[config.mk]
export PLATFORM = sky130hd
export DESIGN_NAME = instr_mem_sync_flat
export DESIGN_NICKNAME = d
export VERILOG_FILES = /design/src/rtl/instr_mem_sync_if.sv /design/src/rtl/instr_mem_sync.sv /design/src/flat_wrapper.sv
export SDC_FILE = /design/constraint.sdc
export NUM_CORES = 2
export LEC_CHECK = 0
export ABC_AREA = 0
export CORE_MARGIN = 1
export CORE_UTILIZATION = 45
export DETAILED_ROUTE_END_ITERATION = 10
export DONT_BUFFER_PORTS = 1
export SETUP_SLACK_MARGIN = 0.15
export SLEW_MARGIN = 20
export SYNTH_ARGS = -nofsm -noshare
export SYNTH_HDL_FRONTEND = slang
export SYNTH_SLANG_ARGS = --single-unit
[constraint.sdc]
create_clock -name clk -period 6.7 [get_ports clk]
set_input_delay 1.34 -clock clk [delete_from_list [all_inputs] [get_ports clk]]
set_output_delay 1.34 -clock clk [all_outputs]
set_load 0.01 [all_outputs]
[src/rtl/instr_mem_sync_if.sv]
// rtl/instr_mem_sync_if.sv - fetch and loader bus for instr_mem_sync
// Ports (all signals; direction shown for the slave side, i.e. the memory):
//   fetch_req   in   fetch request, sampled each clk
//   fetch_addr  in   fetch address (AW)
//   fetch_valid out  one-cycle pulse, fetch_data holds the response
//   fetch_data  out  fetched instruction word (DW)
//   ld_we       in   loader write strobe
//   ld_addr     in   loader write address (AW)
//   ld_data     in   loader write data (DW)
//   ld_err      out  one-cycle pulse on a rejected loader write
//   ready       out  high once initialisation is complete
// master = CPU front end / loader side, slave = memory side.
interface instr_mem_sync_if #(
  parameter int DW = 8,
  parameter int AW = 8
);
  logic          fetch_req;
  logic [AW-1:0] fetch_addr;
  logic          fetch_valid;
  logic [DW-1:0] fetch_data;
  logic          ld_we;
  logic [AW-1:0] ld_addr;
  logic [DW-1:0] ld_data;
  logic          ld_err;
  logic          ready;

  modport master (
    output fetch_req, fetch_addr, ld_we, ld_addr, ld_data,
    input  fetch_valid, fetch_data, ld_err, ready
  );

  modport slave (
    input  fetch_req, fetch_addr, ld_we, ld_addr, ld_data,
    output fetch_valid, fetch_data, ld_err, ready
  );
endinterface

[src/rtl/instr_mem_sync.sv]
// rtl/instr_mem_sync.sv - writable instruction memory with sync fetch and self-init
// Purpose: DEPTH x DW instruction store. After reset an init sequence fills every
//   word (NOP_WORD, or the boot program when INSTR_MEM_BOOT_PROG_EN is defined),
//   taking exactly DEPTH cycles, then fetches and loader writes are served.
// Ports:
//   clk  in   system clock, rising edge
//   rst  in   synchronous active-high reset
//   bus  slave modport of instr_mem_sync_if (fetch port, loader port, ld_err, ready)
// Optional build macro: INSTR_MEM_BOOT_PROG_EN (boot program at addresses 0..5).
module instr_mem_sync #(
  parameter int         DW       = 8,
  parameter int         AW       = 8,
  parameter int         DEPTH    = 256,
  parameter logic [7:0] NOP_WORD = 8'h00
) (
  input  logic            clk,
  input  logic            rst,
  instr_mem_sync_if.slave bus
);
  localparam int            IW   = $clog2(DEPTH);
  localparam logic [DW-1:0] NOP  = DW'(NOP_WORD);
  localparam logic [IW-1:0] LAST = IW'(DEPTH - 1);

  typedef enum logic {INIT, RUN} state_t;

  state_t        state;
  logic [IW-1:0] init_cnt;
  logic [DW-1:0] mem [DEPTH];

  logic [DW-1:0] init_word;
  logic [IW-1:0] fetch_idx;
  logic [IW-1:0] ld_idx;
  logic          fetch_in_range;
  logic          ld_in_range;
  logic          collide;

  // Range checks use the full address so aliases above DEPTH never touch storage.
  assign fetch_in_range = 32'(bus.fetch_addr) < 32'(DEPTH);
  assign ld_in_range    = 32'(bus.ld_addr) < 32'(DEPTH);
  assign fetch_idx      = bus.fetch_addr[IW-1:0];
  assign ld_idx         = bus.ld_addr[IW-1:0];
  // Write-first: a same-cycle write to the fetched word bypasses the array.
  assign collide        = bus.ld_we && (bus.ld_addr == bus.fetch_addr);

`ifdef INSTR_MEM_BOOT_PROG_EN
  always_comb begin
    init_word = NOP;
    case (init_cnt)
      IW'(0):  init_word = DW'(8'hD7);
      IW'(1):  init_word = DW'(8'h51);
      IW'(2):  init_word = DW'(8'hD9);
      IW'(3):  init_word = DW'(8'h11);
      IW'(4):  init_word = DW'(8'h00);
      IW'(5):  init_word = DW'(8'hF0);
      default: init_word = NOP;
    endcase
  end
`else
  assign init_word = NOP;
`endif

  always_ff @(posedge clk) begin
    if (rst) begin
      state           <= INIT;
      init_cnt        <= '0;
      bus.fetch_valid <= 1'b0;
      bus.fetch_data  <= NOP;
      bus.ld_err      <= 1'b0;
      bus.ready       <= 1'b0;
    end else begin
      case (state)
        INIT: begin
          bus.fetch_valid <= 1'b0;
          bus.fetch_data  <= NOP;
          bus.ld_err      <= 1'b0;
          // The last word is written on this edge; ready shows from the next cycle.
          if (init_cnt == LAST) begin
            state     <= RUN;
            bus.ready <= 1'b1;
          end else begin
            init_cnt <= init_cnt + 1'b1;
          end
        end
        RUN: begin
          bus.ready       <= 1'b1;
          bus.ld_err      <= bus.ld_we && !ld_in_range;
          bus.fetch_valid <= bus.fetch_req;
          if (bus.fetch_req) begin
            if (!fetch_in_range)
              bus.fetch_data <= NOP;
            else if (collide)
              bus.fetch_data <= bus.ld_data;
            else
              bus.fetch_data <= mem[fetch_idx];
          end
        end
        default: state <= INIT;
      endcase
    end
  end

  // Storage is not reset; the init sequence rewrites every word instead.
  always_ff @(posedge clk) begin
    if (!rst) begin
      if (state == INIT)
        mem[init_cnt] <= init_word;
      else if (bus.ld_we && ld_in_range)
        mem[ld_idx] <= bus.ld_data;
    end
  end
endmodule

[src/flat_wrapper.sv]
// flat-port wrapper written by rule: the top's interface ports become plain ports
module instr_mem_sync_flat 
#(
  parameter int         DW       = 8,
  parameter int         AW       = 8,
  parameter int         DEPTH    = 256,
  parameter logic [7:0] NOP_WORD = 8'h00
)
  (clk, rst, bus_fetch_req, bus_fetch_addr, bus_ld_we, bus_ld_addr, bus_ld_data, bus_fetch_valid, bus_fetch_data, bus_ld_err, bus_ready);
  instr_mem_sync_if #(.DW(DW), .AW(AW)) bus_i ();
  input  logic clk;
  input  logic rst;
  input wire logic [$bits(bus_i.fetch_req)-1:0] bus_fetch_req;
  input wire logic [$bits(bus_i.fetch_addr)-1:0] bus_fetch_addr;
  input wire logic [$bits(bus_i.ld_we)-1:0] bus_ld_we;
  input wire logic [$bits(bus_i.ld_addr)-1:0] bus_ld_addr;
  input wire logic [$bits(bus_i.ld_data)-1:0] bus_ld_data;
  output wire logic [$bits(bus_i.fetch_valid)-1:0] bus_fetch_valid;
  output wire logic [$bits(bus_i.fetch_data)-1:0] bus_fetch_data;
  output wire logic [$bits(bus_i.ld_err)-1:0] bus_ld_err;
  output wire logic [$bits(bus_i.ready)-1:0] bus_ready;
  assign bus_i.fetch_req = bus_fetch_req;
  assign bus_i.fetch_addr = bus_fetch_addr;
  assign bus_i.ld_we = bus_ld_we;
  assign bus_i.ld_addr = bus_ld_addr;
  assign bus_i.ld_data = bus_ld_data;
  assign bus_fetch_valid = bus_i.fetch_valid;
  assign bus_fetch_data = bus_i.fetch_data;
  assign bus_ld_err = bus_i.ld_err;
  assign bus_ready = bus_i.ready;
  instr_mem_sync #(.DW(DW), .AW(AW), .DEPTH(DEPTH), .NOP_WORD(NOP_WORD)) u_core (.clk(clk), .rst(rst), .bus(bus_i));
endmodule
## After elaboration in Yosys (flattened, before gate mapping)

Memory sizes are Yosys's and may differ from the RTL's.
Cells that the tools add are included.

| word-level totals | value |
|---|---|
| logic and storage cells | 34 |
| bits in writable memories | 2048 |
| memories | 1 |
| input port bits | 28 |
| flip-flop bits (word level) | 19 |
| output and inout port bits | 11 |

| operators by class | value |
|---|---|
| bitwise logic cells | 2 |
| eq/ne operators | 4 |
| mux-type cells | 18 |
| reduce and logical (&&, ||, !) cells | 3 |
| add/subtract/negate cells | 1 |

Memories:

| memory | depth | width | read ports | clocked after memory_dff | write ports | line | text |
|---|---|---|---|---|---|---|---|
| u_core.mem | 256 | 8 | 1 | 0 | 1 | instr_mem_sync.sv:28 | `logic [DW-1:0] mem [DEPTH];` |

Operators by type and width:

| operator | number |
|---|---|
| $mux W8 | 4 |
| $pmux W8 S2 | 1 |
| $mux W1 | 11 |
| $add A8 B1 Y8 const B | 1 |
| $eq A8 B8 Y1 | 1 |
| $eq A8 B8 Y1 const B | 1 |
| $reduce_or A8 Y1 | 1 |
| $pmux W1 S2 | 2 |
| $ne A2 B1 Y1 const B | 1 |
| $ne A2 B2 Y1 const B | 1 |
| $not A1 Y1 | 2 |
| $reduce_and A2 Y1 | 1 |
| $logic_and A1 B1 Y1 | 1 |

## Depth between registers and ports, before layout

| logic depth | value |
|---|---|
| depth after elaboration | 6 |
| mapped depth | 14 |
| depth with buffers taken out | 7 |

## Worst setup path before layout

Ideal clock, no wire load.

| timing path | value |
|---|---|
| path type | input to register |
| start | input rst |
| end | memory u_core.mem[0][0], data pin |
| required time | 5.831 ns |
| cell stages on the path | 4 |
| arrival time | 5.531 ns |
| library setup time | 0.869 ns |
| slack | 0.300 ns |
| buffers on the path | 2 |
| path through | clkbuf_1 -> nor3b_1 -> clkbuf_1 -> and2_1 |

| between the ends | value |
|---|---|
| cells in the longest elaborated chain, start to end | 4 |

RTL lines:

| element | line | text |
|---|---|---|
| start, declared | flat_wrapper.sv:12 | `input logic rst;` |
| $mux W1 | instr_mem_sync.sv:104 | `if (!rst) begin` |
| $mux W1 (not written as such) | instr_mem_sync.sv:108 | `mem[ld_idx] <= bus.ld_data;` |
| $reduce_or A8 Y1 (no source line) | n/a |  |
| $mux W8 (no source line) | n/a |  |
| end, declared | instr_mem_sync.sv:28 |  |

No other way between the ends.

## Worst setup path after layout

| timing path | value |
|---|---|
| start | input bus_fetch_addr[0] |
| end | register u_core.bus.fetch_data[2] |

| between the ends | value |
|---|---|
| cells in the longest elaborated chain, start to end | 5 |

RTL lines:

| element | line | text |
|---|---|---|
| start, declared | flat_wrapper.sv:14 | `input wire logic [$bits(bus_i.fetch_addr)-1:0] bus_fetch_addr;` |
| branches (longest 2 deep; another with $mem_v2 Z256 W8) | n/a |  |
| $mux W8 (*) | instr_mem_sync.sv:91 | `else if (collide)` |
| $mux W8 (*) | instr_mem_sync.sv:88 | `if (bus.fetch_req) begin` |
| $pmux W8 S2 (*) | instr_mem_sync.sv:71 | `case (state)` |
| end signal, assigned | instr_mem_sync.sv:92 | `bus.fetch_data <= bus.ld_data;` |
| end signal, assigned | instr_mem_sync.sv:94 | `bus.fetch_data <= mem[fetch_idx];` |
| end, declared | instr_mem_sync_if.sv:34 | `output fetch_valid, fetch_data, ld_err, ready` |

Mark *: on every way between the ends. The select of a mux whose other input is x is not followed.
A chain may end at the register's enable or synchronous reset.

==> flow_metrics.py <==
metrics = {
    "clock_network": {
        "cts_tree": "built",
        "cts_sinks": 2067,
        "clockRootBuffer": "clkbuf_16",
        "max-clock-path-buffers": 3,
        "ctsResizeCount": 0,
        "cts_max_level": 4,
        "cts_made_buffers": 205,
        "post_cts_buffers": 0,
        "path_clk_slew_ns": 0.07,
        "cts_hold_buf": 0,
        "insertion_delay_ns": 0.85,
    },
    "die": {
        "core_sq_mm": 0.1786,
        "die_h_um": 426.2,
        "io_pins": 39,
        "fp-row-count": 155,
        "die_area_sq_mm": 0.1817,
        "start_util": 0.4534,
        "die_x_um": 426.2,
    },
    "global_route": {
        "grt_max_degree": 537,
        "grt_remaining_overflow": 0,
        "grt.busiest_layer": "met2",
        "grt_pass1_vias": 40290,
        "use_met3": 0.06204,
        "antenna_found_initial": 9,
        "met2_usage": 0.3831,
        "grtUsageTotal": 0.2509,
        "grt_util_met1": 0.3489,
        "grt_pass1_wl_um": 317000,
    },
    "place": {
        "routabilityCongestion": 0.9248,
        "dp_cells": 6130,
        "hpwl_um": 134200,
        "io_buffers": 0,
        "post_dp_cell_area_sq_mm": 0.08329,
    },
    "detailed_routing": {
        "final_antenna_net_count": 0,
        "finalWirelength_um": 227500,
        "first_iter_violations": 5246,
        "drc_errors": 0,
        "wire_per_inst_um": 34.91,
        "firstDrtPassIters": 8,
        "num_vias": 40810,
        "viasPerCell": 6.263,
    },
    "layout": {
        "nNetsFinal": 4015,
        "final_util": 0.5041,
        "final_cells": 6516,
        "layout_commonest_cell": "edfxtp_1",
        "final_area_sq_mm": 0.09004,
        "syn2layout_area_growth_pct": 11.19,
        "drive_above_1_share": 0.2148,
        "final_cell_mix": "edfxtp_1 (2048), mux4_2 (478), nor2_1 (307)",
    },
    "status": {
        "status": "finished, final reports clean",
    },
    "timing": {
        "relSlewSlack": 0.1147,
        "slew_viol_final": 0,
        "max_freq_ghz": 0.1906,
        "timing.final.crit_period_ns": 5.246,
        "finalCritPeriodShare": 0.7830,
        "worst_pin_slew_ns": 1.328,
        "setup_viol": 0,
        "hold_violations": 0,
        "skew_ns": 0.06034,
        "grt_setup_unrepaired": "no",
        "fin_setup_tns_ns": 0,
    },
    "logic_synthesis": {
        "synth_edf_count": 2048,
        "netlist_instances": 3929,
        "synth.net_count": 3958,
        "synth.ff_latch_count": 2067,
        "seq_area_frac_synth": 0.7641,
        "async_reset_ff_frac": 0,
        "ys_types": 63,
        "synthesis.area_sq_mm": 0.08098,
        "postSynthAreaPerCell_sq_um": 20.61,
        "synth_ff_type": "edfxtp_1",
        "yosys_warnings": 0,
    },
    "power_and_ir_drop": {
        "power_density_mw_per_mm2": 290.1,
        "peakVddDrop_mv": 0.2464,
        "total_power_mw": 26.13,
        "leakage_nw": 31.74,
    },
    "worst_hold_path": {
        "hold_class": "in -> reg",
    },
    "critical_path": {
        "critPathKind": "in -> reg",
        "path_cells": "buf_16 -> buf_16 -> mux4_2 -> a22o_1 -> a221oi_1 -> o22ai_1 -> nor4_1 -> or3_1 -> nand4b_1",
        "cp_top_family": "buffers and inverters",
        "critPathSlowestCell": "nor4_1",
        "end_kind": "flip-flop",
        "crit_path_start_kind": "primary input",
        "critPathArrivalTime_ns": 5.96,
        "slowest_delay_ns": 0.99,
        "required_ns": 7.41,
        "critical_path.most_common_cell": "buf_16",
        "crit_buf_inv": 2,
        "worstPathMaxFanout": 169,
    },
    "job": {
        "maxCapViolations": 0,
    },
}
-- cell families after synthesis --
kind of cell,count (synthesis),share of synthesized area
adders and majority gates,1,0.0001545
other,1,0.00004631
muxes,631,0.1521
and+or+nand+nor,654,0.03699
AOI/OAI and AO/OA,323,0.02758
buffers and inverters,237,0.01734
xor gates and xnor gates,15,0.001622
DFF,2067,0.7641
-- through the flow --
step	hold WS [ns]	worst slack, ns
global route	0.5349	1.275
detailed placement	0.5917	1.757
finish	0.5655	1.454
CTS	0.5133	2.642
floorplan	0.4696	0.2998
global placement	0.5774	1.667
-- routing by layer --
layer / vias to the layer above / wire length, um
li1: 16460 / -
met1: 21810 / 90880
met2: 2129 / 105800
met3: 398 / 21330
met4: 8 / 9439
met5: - / 47
-- worst reg2reg max path, stage by stage (launching register included) --
cell,delay [ns]
dfxtp_1,0.42
nand3b_1,0.58
or3_1,0.55
o31ai_1,0.09
buf_4,0.21
nand3_1,0.58
buf_4,0.50
nor2_1,0.75
-- cell usage after synthesis, drive strengths merged (6+ instances only) --
| cell type | n | area (sq um) |
|---|---|---|
| nor3 | 23 | 115.1 |
| a22oi | 58 | 435.4 |
| or3 | 10 | 62.56 |
| a2111oi | 7 | 62.56 |
| nand3 | 58 | 290.3 |
| inv | 7 | 26.28 |
| or4 | 8 | 60.06 |
| nor4 | 20 | 125.1 |
| a311oi | 6 | 52.55 |
| nand4 | 12 | 75.07 |
| nand2b | 19 | 118.9 |
| dfxtp | 19 | 380.4 |
| a21oi | 37 | 185.2 |
| mux2 | 19 | 214.0 |
| o22ai | 59 | 369.1 |
| clkbuf | 82 | 307.8 |
| xor2 | 12 | 105.1 |
| nand3b | 15 | 112.6 |
| a221oi | 11 | 102.6 |
| mux4 | 478 | 10770 |
| nor2 | 312 | 1171 |
| buf | 148 | 1070 |
| a22o | 13 | 113.9 |
| and2 | 22 | 137.6 |
| nand2 | 106 | 397.9 |
| nor2b | 29 | 181.4 |
| nor3b | 7 | 52.55 |
| a31oi | 12 | 75.07 |
| o21ai | 47 | 235.2 |
| o221ai | 17 | 148.9 |
| a211oi | 21 | 157.7 |
| mux2i | 134 | 1341 |
| o211ai | 8 | 60.06 |
| edfxtp | 2048 | 61500 |
-- layout make-up --
type / instances / area [sq um]
multi-input combinational: 1625 / 17750
antenna: 4 / 10.01
timing repair buffer: 80 / 797.0
tap: 2355 / 2947
sequential: 2067 / 61880
fill: 14060 / 88570
inverter: 7 / 27.53
clock inverter: 131 / 1321
clock buffer: 247 / 5309
-- where the power goes --
| group | switching, mW | total (mW) | internal (mW) | leakage (nW) |
|---|---|---|---|---|
| combinational | 0.431 | 0.715 | 0.284 | 5.77 |
| sequential | 0.00516 | 14.0 | 14.0 | 22.7 |
| clock | 4.97 | 11.4 | 6.43 | 3.23 |
| total | 5.41 | 26.1 | 20.7 | 31.7 |
-- worst paths after layout --
| check | start | cells past startpoint | end | slack (ns) |
|---|---|---|---|---|
| worst max register to register | u_core.state$_SDFF_PP0_ | 7 | u_core.mem[60][2]$_DFFE_PP_ | 2.65 |
| worst max-delay path | bus_fetch_addr[0] | 9 | u_core.bus.fetch_data[2]$_SDFFE_PP0P_ | 1.45 |
| worst min register to register | u_core.init_cnt[1]$_SDFFE_PP0P_ | 2 | u_core.init_cnt[1]$_SDFFE_PP0P_ | 0.62 |
| worst min-delay path | rst | 1 | u_core.init_cnt[3]$_SDFFE_PP0P_ | 0.57 |
-- state kept, by name, indices dropped and copies added (netlist names) --
signal                  flops
u_core.bus.ready            1
u_core.state                1
u_core.init_cnt             8
u_core.bus.fetch_data       8
u_core.bus.fetch_valid      1
u_core.mem               2048
Power figures use the tool's default switching activity.
